### config.mk
export PLATFORM = sky130hd
export DESIGN_NAME = muldiv_unit
export DESIGN_NICKNAME = d
export VERILOG_FILES = /design/src/rtl/muldiv_unit.sv
export SDC_FILE = /design/constraint.sdc
export NUM_CORES = 1
export LEC_CHECK = 0
export ABC_CLOCK_PERIOD_IN_PS = 4400
export CAP_MARGIN = 0
export CELL_PAD_IN_SITES_DETAIL_PLACEMENT = 0
export CELL_PAD_IN_SITES_GLOBAL_PLACEMENT = 1
export CORE_UTILIZATION = 43
export CTS_CLUSTER_SIZE = 25
export DETAILED_ROUTE_END_ITERATION = 10
export PLACE_DENSITY_LB_ADDON = 0.1
export SYNTH_ARGS = -nofsm -noshare
export SYNTH_HDL_FRONTEND = slang
export SYNTH_SLANG_ARGS = --single-unit
export TNS_END_PERCENT = 50
### constraint.sdc
create_clock -name clock -period 4.4 [get_ports clock]
set_input_delay 0.88 -clock clock [delete_from_list [all_inputs] [get_ports clock]]
set_output_delay 0.88 -clock clock [all_outputs]
set_load 0.1 [all_outputs]
### src/rtl/muldiv_unit.sv
// Iterative multiply/divide unit holding the architectural HI/LO registers.
// One product or quotient bit per cycle, then a single sign-fix cycle.
module muldiv_unit #(
    parameter int N = 32
) (
    input  logic         clock,
    input  logic         reset,
    input  logic         start,
    input  logic [1:0]   op,
    input  logic [N-1:0] inA,
    input  logic [N-1:0] inB,
    input  logic         hi_we,
    input  logic         lo_we,
    input  logic [N-1:0] wd,
    output logic         busy,
    output logic         done,
    output logic         div0,
    output logic [N-1:0] hi,
    output logic [N-1:0] lo
);

    localparam int CW = $clog2(N) + 1;

    typedef enum logic [1:0] {
        IDLE,
        RUN,
        FIX
    } state_t;

    state_t         state_q, state_d;
    logic [CW-1:0]  cnt_q, cnt_d;
    logic           is_div_q, is_div_d;
    logic           neg_q, neg_d;
    logic           rneg_q, rneg_d;
    logic           zero_q, zero_d;
    logic [N-1:0]   ina_q, ina_d;
    logic [N-1:0]   a_q, a_d;
    logic [N-1:0]   p_hi_q, p_hi_d;
    logic [N-1:0]   p_lo_q, p_lo_d;
    logic [N-1:0]   hi_q, hi_d;
    logic [N-1:0]   lo_q, lo_d;
    logic           done_q, done_d;
    logic           div0_q, div0_d;

    logic           signed_op;
    logic           a_neg, b_neg;
    logic [N-1:0]   a_mag, b_mag;
    logic [N:0]     mul_sum;
    logic [N:0]     div_sh;
    logic [N:0]     div_rem;
    logic           div_ge;
    logic [2*N-1:0] prod_fix;
    logic [N-1:0]   quo_fix, rem_fix;

    assign signed_op = ~op[0];
    assign a_neg     = signed_op & inA[N-1];
    assign b_neg     = signed_op & inB[N-1];
    assign a_mag     = a_neg ? -inA : inA;
    assign b_mag     = b_neg ? -inB : inB;

    // a_q holds the multiplicand or the divisor magnitude
    assign mul_sum = {1'b0, p_hi_q} + (p_lo_q[0] ? {1'b0, a_q} : '0);
    assign div_sh  = {p_hi_q, p_lo_q[N-1]};
    assign div_ge  = div_sh >= {1'b0, a_q};
    assign div_rem = div_ge ? div_sh - {1'b0, a_q} : div_sh;

    assign prod_fix = neg_q ? -{p_hi_q, p_lo_q} : {p_hi_q, p_lo_q};
    assign quo_fix  = neg_q ? -p_lo_q : p_lo_q;
    assign rem_fix  = rneg_q ? -p_hi_q : p_hi_q;

    always_comb begin
        state_d  = state_q;
        cnt_d    = cnt_q;
        is_div_d = is_div_q;
        neg_d    = neg_q;
        rneg_d   = rneg_q;
        zero_d   = zero_q;
        ina_d    = ina_q;
        a_d      = a_q;
        p_hi_d   = p_hi_q;
        p_lo_d   = p_lo_q;
        hi_d     = hi_q;
        lo_d     = lo_q;
        done_d   = 1'b0;
        div0_d   = 1'b0;

        unique case (state_q)
            IDLE: begin
                if (start) begin
                    is_div_d = op[1];
                    zero_d   = op[1] & (inB == '0);
                    neg_d    = a_neg ^ b_neg;
                    rneg_d   = op[1] & a_neg;
                    ina_d    = inA;
                    a_d      = op[1] ? b_mag : a_mag;
                    p_lo_d   = op[1] ? a_mag : b_mag;
                    p_hi_d   = '0;
                    cnt_d    = CW'(N);
                    state_d  = RUN;
                end else begin
                    if (hi_we) hi_d = wd;
                    if (lo_we) lo_d = wd;
                end
            end
            RUN: begin
                if (is_div_q) begin
                    p_hi_d = div_rem[N-1:0];
                    p_lo_d = {p_lo_q[N-2:0], div_ge};
                end else begin
                    p_hi_d = mul_sum[N:1];
                    p_lo_d = {mul_sum[0], p_lo_q[N-1:1]};
                end
                cnt_d = cnt_q - CW'(1);
                if (cnt_q == CW'(1)) state_d = FIX;
            end
            FIX: begin
                state_d = IDLE;
                done_d  = 1'b1;
                if (is_div_q) begin
                    if (zero_q) begin
                        lo_d   = '1;
                        hi_d   = ina_q;
                        div0_d = 1'b1;
                    end else begin
                        lo_d = quo_fix;
                        hi_d = rem_fix;
                    end
                end else begin
                    {hi_d, lo_d} = prod_fix;
                end
            end
            default: state_d = IDLE;
        endcase
    end

    always_ff @(posedge clock) begin
        if (reset) begin
            state_q  <= IDLE;
            cnt_q    <= '0;
            is_div_q <= 1'b0;
            neg_q    <= 1'b0;
            rneg_q   <= 1'b0;
            zero_q   <= 1'b0;
            ina_q    <= '0;
            a_q      <= '0;
            p_hi_q   <= '0;
            p_lo_q   <= '0;
            hi_q     <= '0;
            lo_q     <= '0;
            done_q   <= 1'b0;
            div0_q   <= 1'b0;
        end else begin
            state_q  <= state_d;
            cnt_q    <= cnt_d;
            is_div_q <= is_div_d;
            neg_q    <= neg_d;
            rneg_q   <= rneg_d;
            zero_q   <= zero_d;
            ina_q    <= ina_d;
            a_q      <= a_d;
            p_hi_q   <= p_hi_d;
            p_lo_q   <= p_lo_d;
            hi_q     <= hi_d;
            lo_q     <= lo_d;
            done_q   <= done_d;
            div0_q   <= div0_d;
        end
    end

    assign busy = (state_q != IDLE);
    assign done = done_q;
    assign div0 = div0_q;
    assign hi   = hi_q;
    assign lo   = lo_q;

endmodule

**Word level (Yosys, flattened, before mapping)**

Index checks and enable logic that the tools add are counted.

- Add/subtract/negate cells: 8
- $lt $le $gt $ge: 1
- Eq/ne operators: 8
- Muxes and demuxes: 32
- Bitwise gates (word level): 8
- Reduce and logical (&&, ||, !) cells: 11

Operator list:

| operator | count |
|---|---|
| 32-bit 2-to-1 mux | 20 |
| 32-bit one-hot mux with 2 select lines | 4 |
| 32-bit negation | 4 |
| 64-bit 2-to-1 mux | 1 |
| 64-bit negation | 1 |
| 32-bit by 32-bit adder with 33-bit output | 1 |
| 33-bit by 32-bit >= comparator with 1-bit output | 1 |
| 32-bit zero test | 1 |
| 32-bit subtractor | 1 |
| 6-bit one-hot mux with 2 select lines | 1 |
| 2-bit != test (second input constant) | 5 |
| 6-bit by 1-bit == test with 1-bit output (second input constant) | 1 |
| 6-bit 2-to-1 mux | 1 |
| 2-bit AND reduction | 3 |
| 3-bit AND reduction | 2 |
| 2-bit nonzero test | 3 |
| 6-bit by 1-bit subtractor with 6-bit output (second input constant) | 1 |
| 1-bit AND | 4 |
| 2-bit 2-to-1 mux | 2 |
| 2-bit one-hot mux with 2 select lines | 1 |
| 1-bit NOT | 3 |
| 3-bit OR reduction | 1 |
| 2-bit by 1-bit == test with 1-bit output (second input constant) | 1 |
| 2-bit == test (second input constant) | 1 |
| 3 further kinds | 4 |

- Register bits after elaboration: 206
- Input port bits: 103
- Output and inout bits: 67
- Logic and storage cells: 82

**Logic depth before layout (Yosys ltp)**

Gate-level depths: netlist of run 1.

- Depth in word-level cells: 6
- Gate-level depth with buffers: 16
- Gate-level depth less buffers: 14

**Worst setup path after synthesis of run 1**

No wires, ideal clock.

- Path type: register to register
- Start: register p_lo_q[0]
- End: register hi_q[16], in the netlist hi[16]
- Library setup time: 132 ps
- Data arrival time: 3,471 ps
- Data required time: 4,268 ps
- Setup slack: 797 ps
- Stages on the path, launching flop included: 16
- Path buffers: 4
- Clock period less this slack: 3,603 ps
- Cells stage by stage: dfxtp_1 clkbuf_1 inv_1 clkbuf_1 ha_1 or3b_4 or3b_1 buf_2 or4_1 buf_2 or4_1 a21oi_1 a31oi_1 o221ai_1 o21a_1 nor3_1

- Cells in the longest elaborated chain, start to end: 4

RTL lines:

| what | RTL line | text |
|---|---|---|
| start: declaration | 39 | `logic [N-1:0] p_lo_q, p_lo_d;` |
| start signal: assignment | 162 | `p_lo_q <= p_lo_d;` |
| 64-bit negation | 67 | `assign prod_fix = neg_q ? -{p_hi_q, p_lo_q} : {p_hi_q, p_lo_q};` |
| 64-bit 2-to-1 mux | 67 |  |
| 32-bit 2-to-1 mux | 119 | `if (is_div_q) begin` |
| 32-bit one-hot mux with 2 select lines | 87 | `unique case (state_q)` |
| end signal: assignment | 163 | `hi_q <= hi_d;` |
| end: declaration | 40 | `logic [N-1:0] hi_q, hi_d;` |

No other way between the ends.
A chain may end at the register's enable or synchronous reset.

**Worst setup path in the final report of run 1**

- Start: register p_hi_q[12]
- End: register p_hi_q[3]

- Cells in the longest elaborated chain, start to end: 4

RTL lines:

| what | RTL line | text |
|---|---|---|
| start: declaration | 38 | `logic [N-1:0] p_hi_q, p_hi_d;` |
| start signal: assignment | 161 | `p_hi_q <= p_hi_d;` |
| 33-bit by 32-bit >= comparator with 1-bit output | 64 | `assign div_ge = div_sh >= {1'b0, a_q};` |
| 32-bit 2-to-1 mux | 65 | `assign div_rem = div_ge ? div_sh - {1'b0, a_q} : div_sh;` |
| 32-bit 2-to-1 mux | 106 | `if (is_div_q) begin` |
| 32-bit one-hot mux with 2 select lines | 87 |  |

No other way between the ends.

==> reports/results.tsv, run 1 <==
metric	value	unit
Mapped Cells	2269	
Slew HR	31.5	%
Setup TNS Final	0	ps
Synth area leader	dfxtp_1	
I/O pin count	170	
commonest non-fill, non-tap cell in the layout	nand2_1	
Crit Path Class	register to register	
initial drt markers	1767	
most frequent cells in the layout	nand2_1, a21oi_1, dfxtp_1	
Pint	4.03	mW
Synth cell types	76	
cell area after synthesis	16500	um2
Die ar.	39100	um2
wirelength, routed	71200	um
PortBufs	169	
Core Area	37700	um2
met3 wire len	5230	um
Worst path max stage delay	670	ps
Detail Route Antenna Nets	0	
P_leak	7.49	nW
vias in the first global route	16670	
Net Sw Frac	39.0	%
gr usage total	35.9	%
Arrival @ worst endpoint	4660	ps
final period utilization	94.9	%
diode count	0	
gr ovfl total	0	
metal1 wirelength	31400	um
drt pass-1 iters	6	
Clock Tree Buf Depth	3	
crit-path cells	ha_1 > nand2_1 > or3_1 > a2111oi_0 > or3b_2 > a31oi_1 > o211ai_1 > buf_4 > buf_4 > nor2_1 > a211oi_1 > a31oi_1 > o21ai_0	
postcts setup bufs	0	
hold crit path type	register to register	
post-CTS sizing	0	
initial core utilization	43.8	%
Setup-failing EPs final	0	
antenna violations before repair	1	
width of the chip	198	um
Skew-Pair Late Insertion Delay	580	ps
DR top layer	met5	
synth warn	0	
Final Max Slew Viols	0	
RSZ-0062 raised after global routing	no	
worst setup margin	224	ps
first-pass GRT wire length	105000	um
Cell Pwr Density	337	nW/um2
fin util	52.1	%
post-synthesis net count	2444	
area grow syn2layout	19.1	%
prevailing post-synth register cell	dfxtp_1	
max frequency	239	MHz
Seq pwr share	32.6	%
pre-CTS setup slack	336	ps
DPL Wire Length	55400	um
Max-Cap Viols	0	
Crit Path Max Fanout	20	
Clock Sinks	206	
CTS Buf Count	27	
per-cell routed wire length	24.6	um
Clock transition at path regs	60	ps
Setup Skew	25.3	ps
H-tree depth	1	
Met2 Routed Length	31600	um
Logic pwr share	34.7	%
Post-synth EDFFs	0	
via count	17925	
status	finished clean	
flop-to-flop setup slack	220	ps
Clk Tree Root Cell	clkbuf_16	
row cnt	71	
share of layout cells above drive strength 1	6.62	%
Post-CTS Hold Fix Bufs	0	
Worst Path Required	4880	ps
Max VDD drop	0.383	mV
largest cells by area after synthesis	dfxtp_1, a21oi_1, nand2_1	
startpoint types	register	
final hold violation count	0	
Post-layout nets	2546	
largest net degree at the start of global routing	165	
Worst-Margin Slew	1020	ps
flops & latches, synth	206	
Synth async-reset ratio	0	%
post-DR vias/cell	6.18	
drc violations	0	
Crit. End Element	register	
CTS tree	yes	
Synth top area share	25.0	%
Die H	198	um
switching pwr	2.58	mW
CP max-delay cell	dfxtp_1	
clock share of power	32.7	%
Seq/Total Area, Yosys	25.0	%
Syn Area/Cell	7.27	um2
placer congestion estimate	0.982	
Final min period	4180	ps
==> synth_stat cells, drive strengths merged, types with 6 or more instances <==
cell type and count:
a211oi 59, o21a 9, a21o 30, a22oi 20, a31oi 33, nor2b 17
nor4 17, mux2i 63, xnor2 119, dfxtp 206, clkbuf 145, and2 9
nand2 295, buf 30, xor2 71, o22ai 11, o221ai 47, nor2 195
a2111oi 8, o21bai 10, a221oi 7, ha 70, o41ai 13, nand2b 20
nand3 28, nand4 13, or2 15, o21ai 137, nand4b 6, and3 12
or3 27, a21oi 240, nor3 48, inv 79, o31ai 28, o211ai 50
or4 17
==> routing by layer <==
layer / vias up / GRT usage [%]
met5: - / 0
met4: 2 / 13.9
met3: 105 / 4.12
met2: 766 / 56.5
met1: 8666 / 49.9
li1: 8386 / -
==> registers in the layout, indices dropped and copies added, names as in the netlist <==
name / cells
a_q: 32
div0: 1
ina_q: 32
p_lo_q: 32
state_q: 2
lo: 32
zero_q: 1
done: 1
neg_q: 1
hi: 32
p_hi_q: 32
cnt_q: 6
rneg_q: 1
is_div_q: 1
==> power groups by stage <==
stage | combinational, mW | sequential, mW | clock, mW
3_5_place_dp | 2.25 | 2.19 | 0
4_1_cts | 2.26 | 2.15 | 2.19
6_report | 2.29 | 2.16 | 2.16
5_1_grt | 2.43 | 2.17 | 2.27
3_3_place_gp | 2.25 | 2.18 | 0
2_1_floorplan | 1.25 | 2.37 | 0
==> cell type report <==
type | count | area [um2]
Clock inverter | 9 | 96.3
Fill cell | 3822 | 18000
Sequential cell | 206 | 4130
Tap cell | 511 | 639
Timing Repair Buffer | 248 | 2300
Multi-Input combinational cell | 1807 | 11400
Clock buffer | 37 | 753
Inverter | 81 | 304
==> metrics by stage <==
| step | cell area (um2) | hold slack [ps] | instances | total power [mW] |
|---|---|---|---|---|
| 3_5_place_dp | 18800 | 444 | 2853 | 4.44 |
| 6_report | 19600 | 451 | 2899 | 6.61 |
| 3_3_place_gp | 18800 | 439 | 2853 | 4.43 |
| 4_1_cts | 19600 | 452 | 2899 | 6.60 |
| 2_1_floorplan | 16500 | 432 | 2269 | 3.61 |
| 5_1_grt | 19600 | 471 | 2899 | 6.87 |
==> final timing paths <==
kind	start	end	cells after the start
min	lo[26]	lo[26]	2
max reg2reg	p_hi_q[12]	p_hi_q[3]	13
min reg2reg	lo[26]	lo[26]	2
max	p_hi_q[12]	p_hi_q[3]	13
==> cells by family (layout without fill, tap and decap cells) <==
family | Yosys count | count (layout) | synth area share, %
buf+inv | 256 | 375 | 6.00
xor+xnor | 190 | 190 | 10.1
mux | 67 | 67 | 4.10
fa+ha+maj | 72 | 72 | 5.56
simple gates | 737 | 737 | 20.6
compound gates | 741 | 741 | 28.7
flops | 206 | 206 | 25.0
==> critical path: cells and delay by family (launching register included) <==
kind,cells,cell delay (ps)
compound gates,6,1640
simple gates,4,850
flops,1,670
buf+inv,2,630
fa+ha+maj,1,300
Note: power is estimated with default switching activity, not from simulation.
==> run 2: changes to the inputs <==
--- a/config.mk
+++ b/config.mk
@@ -10,6 +10,7 @@
 export CELL_PAD_IN_SITES_DETAIL_PLACEMENT = 0
 export CELL_PAD_IN_SITES_GLOBAL_PLACEMENT = 1
 export CORE_UTILIZATION = 43
+export CTS_BUF_LIST = sky130_fd_sc_hd__clkbuf_16
 export CTS_CLUSTER_SIZE = 25
 export DETAILED_ROUTE_END_ITERATION = 10
 export PLACE_DENSITY_LB_ADDON = 0.1
==> run 2 against run 1 <==
  * Die area is the same
  * Wire length is essentially flat
  * Clock-buffer cell count shrank 10
  * Non-clock buffer count is the same
  * Sequential share of layout area is essentially flat
  * Global-route usage is essentially flat
  * Critical path depth is the same
  * Final cell count is the same
  * Utilization shrank 0.11 points
  * Largest cell class unchanged
==> reports/results.tsv, run 2 (synthesis gave the netlist of run 1 again) <==
metric	value	unit	change
Worst-Margin Slew	1030	ps	was 1020 ps
PortBufs	169		unchanged
final period utilization	94.3	%	was 94.9%
Core Area	37700	um2	unchanged
drt pass-1 iters	6		unchanged
H-tree depth	1		unchanged
drc violations	0		unchanged
Setup-failing EPs final	0		unchanged
post-CTS sizing	0		unchanged
Worst Path Buf+Inv	2		unchanged
post-DR vias/cell	6.22		was 6.18
share of layout cells above drive strength 1	6.45	%	was 6.62%
Die ar.	39100	um2	unchanged
critical path's top delay family	compound AO/OA/AOI/OAI gates		unchanged
Post-layout nets	2546		unchanged
status	finished clean		unchanged
CP max-delay cell	dfxtp_1		unchanged
RSZ-0062 raised after global routing	no		unchanged
row cnt	71		unchanged
most frequent cells in the layout	nand2_1, a21oi_1, dfxtp_1		unchanged
diode count	0		unchanged
flop-to-flop setup slack	250	ps	was 220 ps
first-pass GRT wire length	105000	um	about the same
Setup TNS Final	0	ps	unchanged
gr usage total	35.9	%	about the same
gr ovfl total	0		unchanged
placer congestion estimate	0.982		unchanged
Clock Tree Buf Depth	3		unchanged
Max-Cap Viols	0		unchanged
Max VDD drop	0.384	mV	was 0.383 mV
Skew-Pair Late Insertion Delay	570	ps	was 580 ps
CTS tree	yes		unchanged
per-cell routed wire length	24.5	um	was 24.6 um
wirelength, routed	71200	um	about the same
Final min period	4150	ps	was 4180 ps
startpoint types	register		unchanged
I/O pin count	170		unchanged
width of the chip	198	um	unchanged
Detail Route Antenna Nets	0		unchanged
overall power	6.53	mW	was 6.61 mW
hold crit path type	register to register		unchanged
Setup Skew	23.1	ps	was 25.3 ps
Clock transition at path regs	60	ps	about the same
via count	18019		was 17925
vias in the first global route	16681		was 16670
area grow syn2layout	18.8	%	was 19.1%
Crit Path Max Fanout	20		unchanged
Cell Pwr Density	333	nW/um2	was 337 nW/um2
DPL Wire Length	55400	um	unchanged
Slew HR	31.4	%	was 31.5%
Clock Sinks	206		unchanged
Crit Path Class	register to register		unchanged
P_leak	7.49	nW	about the same
Crit. End Element	register		unchanged
Post-CTS Hold Fix Bufs	0		unchanged
largest net degree at the start of global routing	165		unchanged
initial core utilization	43.8	%	unchanged
CTS Buf Count	27		unchanged
commonest non-fill, non-tap cell in the layout	nand2_1		unchanged
Worst Path Required	4880	ps	about the same
initial drt markers	1799		was 1767
Clk Tree Root Cell	clkbuf_16		unchanged
final hold violation count	0		unchanged
crit-path cells	ha_1 > nand2_1 > or3_1 > a2111oi_0 > or3b_2 > a31oi_1 > o211ai_1 > buf_4 > buf_4 > nor2_1 > a211oi_1 > a31oi_1 > o21ai_0		unchanged
Arrival @ worst endpoint	4630	ps	was 4660 ps
max frequency	241	MHz	was 239 MHz
hold slack	451	ps	about the same
Final Max Slew Viols	0		unchanged
Die H	198	um	unchanged
postcts setup bufs	0		unchanged
antenna violations before repair	1		unchanged
Worst path max stage delay	670	ps	about the same
run 2: changes by cell type in the layout (fill, tap and decap cells not counted), sizes merged:
cell    previous run  this run
clkbuf            37        27
inv               80        86
clkinv             6        10
run 2: layer usage:
| metal | vias up | track usage (%) | part of all wire, % |
|---|---|---|---|
| li1 | 8408 | - | - |
| met3 | 113 | 4.07 | 7.1 |
| met5 | - | 0 | 0.017 |
| met1 | 8726 | 49.8 | 44 |
| met2 | 770 | 56.4 | 44 |
| met4 | 2 | 14.2 | 4.2 |
run 2: area by class of cell:
| type | instances | area (um2) |
|---|---|---|
| clock buffer | 27 | 676 |
| clock inverter | 19 | 134 |
| fill | 3828 | 18100 |
| inverter | 81 | 304 |
| multi-input combinational | 1807 | 11400 |
| sequential | 206 | 4130 |
| tap | 511 | 639 |
| timing repair buffer | 248 | 2300 |
run 2: worst min-delay path: stages, from the launching register on:
cell and delay [ps]:
dfxtp_1 310, nand2_1 50, a21oi_1 50
run 2: stage by stage:
stage	std cells	util (%)	cell area, um2	setup slack [ps]
finish	2899	52.0	19600	250
global route	2899	52.0	19600	28.6
CTS	2899	52.0	19600	292
detailed placement	2853	49.8	18800	336
global placement	2853	49.8	18800	363
floorplan	2269	-	16500	797
run 2: worst paths after layout:
| check | from | end | cells after the start |
|---|---|---|---|
| worst max-delay path | p_hi_q[12] | p_hi_q[3] | 13 |
| worst min-delay path | lo[26] | lo[26] | 2 |
| worst max register to register | p_hi_q[12] | p_hi_q[3] | 13 |
| worst min register to register | lo[26] | lo[26] | 2 |
run 2: power by group:
part	internal, mW	switching, mW
logic	0.782	1.51
registers	2.00	0.159
clock network	1.17	0.906
total	3.95	2.58
==> run 3: changes to the inputs <==
--- a/config.mk
+++ b/config.mk
@@ -9,10 +9,12 @@
 export CAP_MARGIN = 0
 export CELL_PAD_IN_SITES_DETAIL_PLACEMENT = 0
 export CELL_PAD_IN_SITES_GLOBAL_PLACEMENT = 1
+export CORE_ASPECT_RATIO = 0.6
 export CORE_UTILIZATION = 43
 export CTS_BUF_LIST = sky130_fd_sc_hd__clkbuf_16
 export CTS_CLUSTER_SIZE = 25
 export DETAILED_ROUTE_END_ITERATION = 10
+export GPL_ROUTABILITY_DRIVEN = 0
 export PLACE_DENSITY_LB_ADDON = 0.1
 export SYNTH_ARGS = -nofsm -noshare
 export SYNTH_HDL_FRONTEND = slang
==> run 3 against run 2 <==
  * Global-route usage shrank 0.67 points
  * Largest cell class unchanged
  * Critical path depth is 1 lower
  * Largest power group unchanged
  * Sequential cell count unchanged
  * Final area down 0.40%
  * Register-to-register slack got worse by 60 ps
  * Critical endpoint is now hi[24]
  * Non-clock buffer count decreased by 13
  * Critical path type unchanged
  * Die area about the same
  * Via count is 0.56% higher
  * Fmax is 1.5% lower
  * Clock-buffer cell count is 3 lower
==> reports/results.tsv, run 3 (synthesis gave the netlist of run 1 again) <==
metric	value	unit	change
status	finished clean		unchanged
post-CTS sizing	0		unchanged
Crit. End Element	register		unchanged
Cell Pwr Density	335	nW/um2	was 333 nW/um2
Setup-failing EPs final	0		unchanged
post-route insts no fill	2885		was 2899
Clock Sinks	206		unchanged
initial drt markers	2347		was 1799
fillers	3728		was 3828
largest net degree at the start of global routing	157		was 165
max frequency	237	MHz	was 241 MHz
Skew-Pair Late Insertion Delay	570	ps	about the same
Crit Path Class	register to register		unchanged
Slew HR	19.7	%	was 31.4%
I/O pin count	170		unchanged
Final Max Slew Viols	0		unchanged
gr ovfl total	0		unchanged
Placed Cells incl. Taps	2842		was 2853
Die H	154	um	was 198 um
met1 usage	54.4	%	was 49.8%
met2 Usage GRT	46.1	%	was 56.4%
Post-CTS Hold Fix Bufs	0		unchanged
Worst-Margin Slew	1200	ps	was 1030 ps
placed inst area	18700	um2	was 18800 um2
Arrival @ worst endpoint	4610	ps	was 4630 ps
Clk Tree Root Cell	clkbuf_16		unchanged
Post-layout nets	2530		was 2546
CP max-delay cell	or4_1		was dfxtp_1
postcts setup bufs	0		unchanged
PortBufs	169		unchanged
area grow syn2layout	18.3	%	was 18.8%
RSZ-0062 raised after global routing	no		unchanged
Final min period	4210	ps	was 4150 ps
via count	18120		was 18019
Setup TNS Final	0	ps	unchanged
H-tree depth	1		unchanged
Crit Path Max Fanout	9		was 20
Setup Skew	24.7	ps	was 23.1 ps
drc violations	0		unchanged
Worst Path Required	4790	ps	was 4880 ps
busiest grt layer	met1		was met2
P_leak	7.43	nW	was 7.49 nW
share of layout cells above drive strength 1	5.99	%	was 6.45%
width of the chip	255	um	was 198 um
gr usage total	35.2	%	was 35.9%
wirelength, routed	70600	um	was 71200 um
row cnt	55		was 71
most frequent cells in the layout	nand2_1, a21oi_1, dfxtp_1		unchanged
overall power	6.54	mW	was 6.53 mW
commonest non-fill, non-tap cell in the layout	nand2_1		unchanged
Max VDD drop	0.299	mV	was 0.384 mV
final instance area	19500	um2	was 19600 um2
post-DR vias/cell	6.28		was 6.22
vias in the first global route	15988		was 16681
final period utilization	95.8	%	was 94.3%
drt pass-1 iters	6		unchanged
Die ar.	39100	um2	about the same
final hold violation count	0		unchanged
hold crit path type	register to register		unchanged
Worst path max stage delay	490	ps	was 670 ps
critical path's top delay family	simple AND/OR/NAND/NOR gates		was compound AO/OA/AOI/OAI gates
Max-Cap Viols	0		unchanged
DPL Wire Length	54900	um	was 55400 um
Clock transition at path regs	60	ps	about the same
CTS Buf Count	24		was 27
Worst Path Buf+Inv	1		was 2
GRT met3 Usage	12.8	%	was 4.07%
antenna violations before repair	2		was 1
Detail Route Antenna Nets	0		unchanged
initial core utilization	43.7	%	was 43.8%
per-cell routed wire length	24.5	um	about the same
fin util	51.7	%	was 52.0%
crit-path cells	inv_1 > ha_1 > or3b_1 > or4_1 > or3_1 > or4_1 > nor4_1 > nor3b_1 > mux2i_1 > o22ai_1 > nor3_1 > nor4_1		was ha_1 > nand2_1 > or3_1 > a2111oi_0 > or3b_2 > a31oi_1 > o211ai_1 > buf_4 > buf_4 > nor2_1 > a211oi_1 > a31oi_1 > o21ai_0
first-pass GRT wire length	104000	um	was 105000 um
startpoint types	register		unchanged
Core Area	37700	um2	about the same
CTS tree	yes		unchanged
Clock Tree Buf Depth	3		unchanged
-- run 3: changes by cell type in the layout (fill, tap and decap cells not counted), moves of 2 or more --
cell / previous run / this run
buf_4: 78 / 65
bufinv_16: 1 / 4
clkbuf_16: 27 / 24
clkinv_1: 6 / 3
clkinv_2: 3 / 5
clkinvlp_4: 3 / 1
inv_1: 85 / 83
-- run 3: per-layer routing --
layer | part of all wire [%] | up-vias | routed length (um)
met5 | 0.017 | - | 12
met4 | 1.3 | 2 | 920
met3 | 14 | 75 | 9620
met2 | 38 | 940 | 26800
met1 | 47 | 8735 | 33200
li1 | - | 8368 | -
-- run 3: metrics by stage --
stage                     hold slack [ps]  worst slack, ps
after detailed placement              445              353
after global placement                441              413
after global routing                  469             22.9
final                                 450              187
after floorplan                       432              797
after CTS                             451              308
-- run 3: worst paths after layout --
| path | from | end | slack [ps] | depth (start not counted) |
|---|---|---|---|---|
| max | p_hi_q[0] | hi[24] | 190 | 12 |
| max reg2reg | p_hi_q[0] | hi[24] | 190 | 12 |
| min | a_q[21] | a_q[21] | 450 | 2 |
| min reg2reg | a_q[21] | a_q[21] | 450 | 2 |
-- run 3: worst reg2reg max path: cells and delay by family, from the launching register on --
| family | cells | cell delay, ps |
|---|---|---|
| simple gates | 8 | 2870 |
| flops | 1 | 450 |
| fa+ha+maj | 1 | 230 |
| mux | 1 | 230 |
| buf+inv | 1 | 170 |
| compound gates | 1 | 100 |
-- run 3: layout make-up --
class / count / area (um2) / share of cell area [%]
multi-input combinational: 1807 / 11400 / 58.5
timing repair buffer: 235 / 2200 / 11.3
antenna: 1 / 2.50 / 0.0128
tap: 513 / 642 / 3.29
sequential: 206 / 4130 / 21.2
clock buffer: 24 / 601 / 3.08
clock inverter: 18 / 219 / 1.12
inverter: 81 / 304 / 1.56
-- run 3: power breakdown --
part           leakage (nW)  switching [mW]  internal, mW
Combinational          5.32            1.46         0.763
Clock                 0.415           0.910          1.24
Sequential             1.69           0.171          2.00
Total                  7.43            2.54          4.00
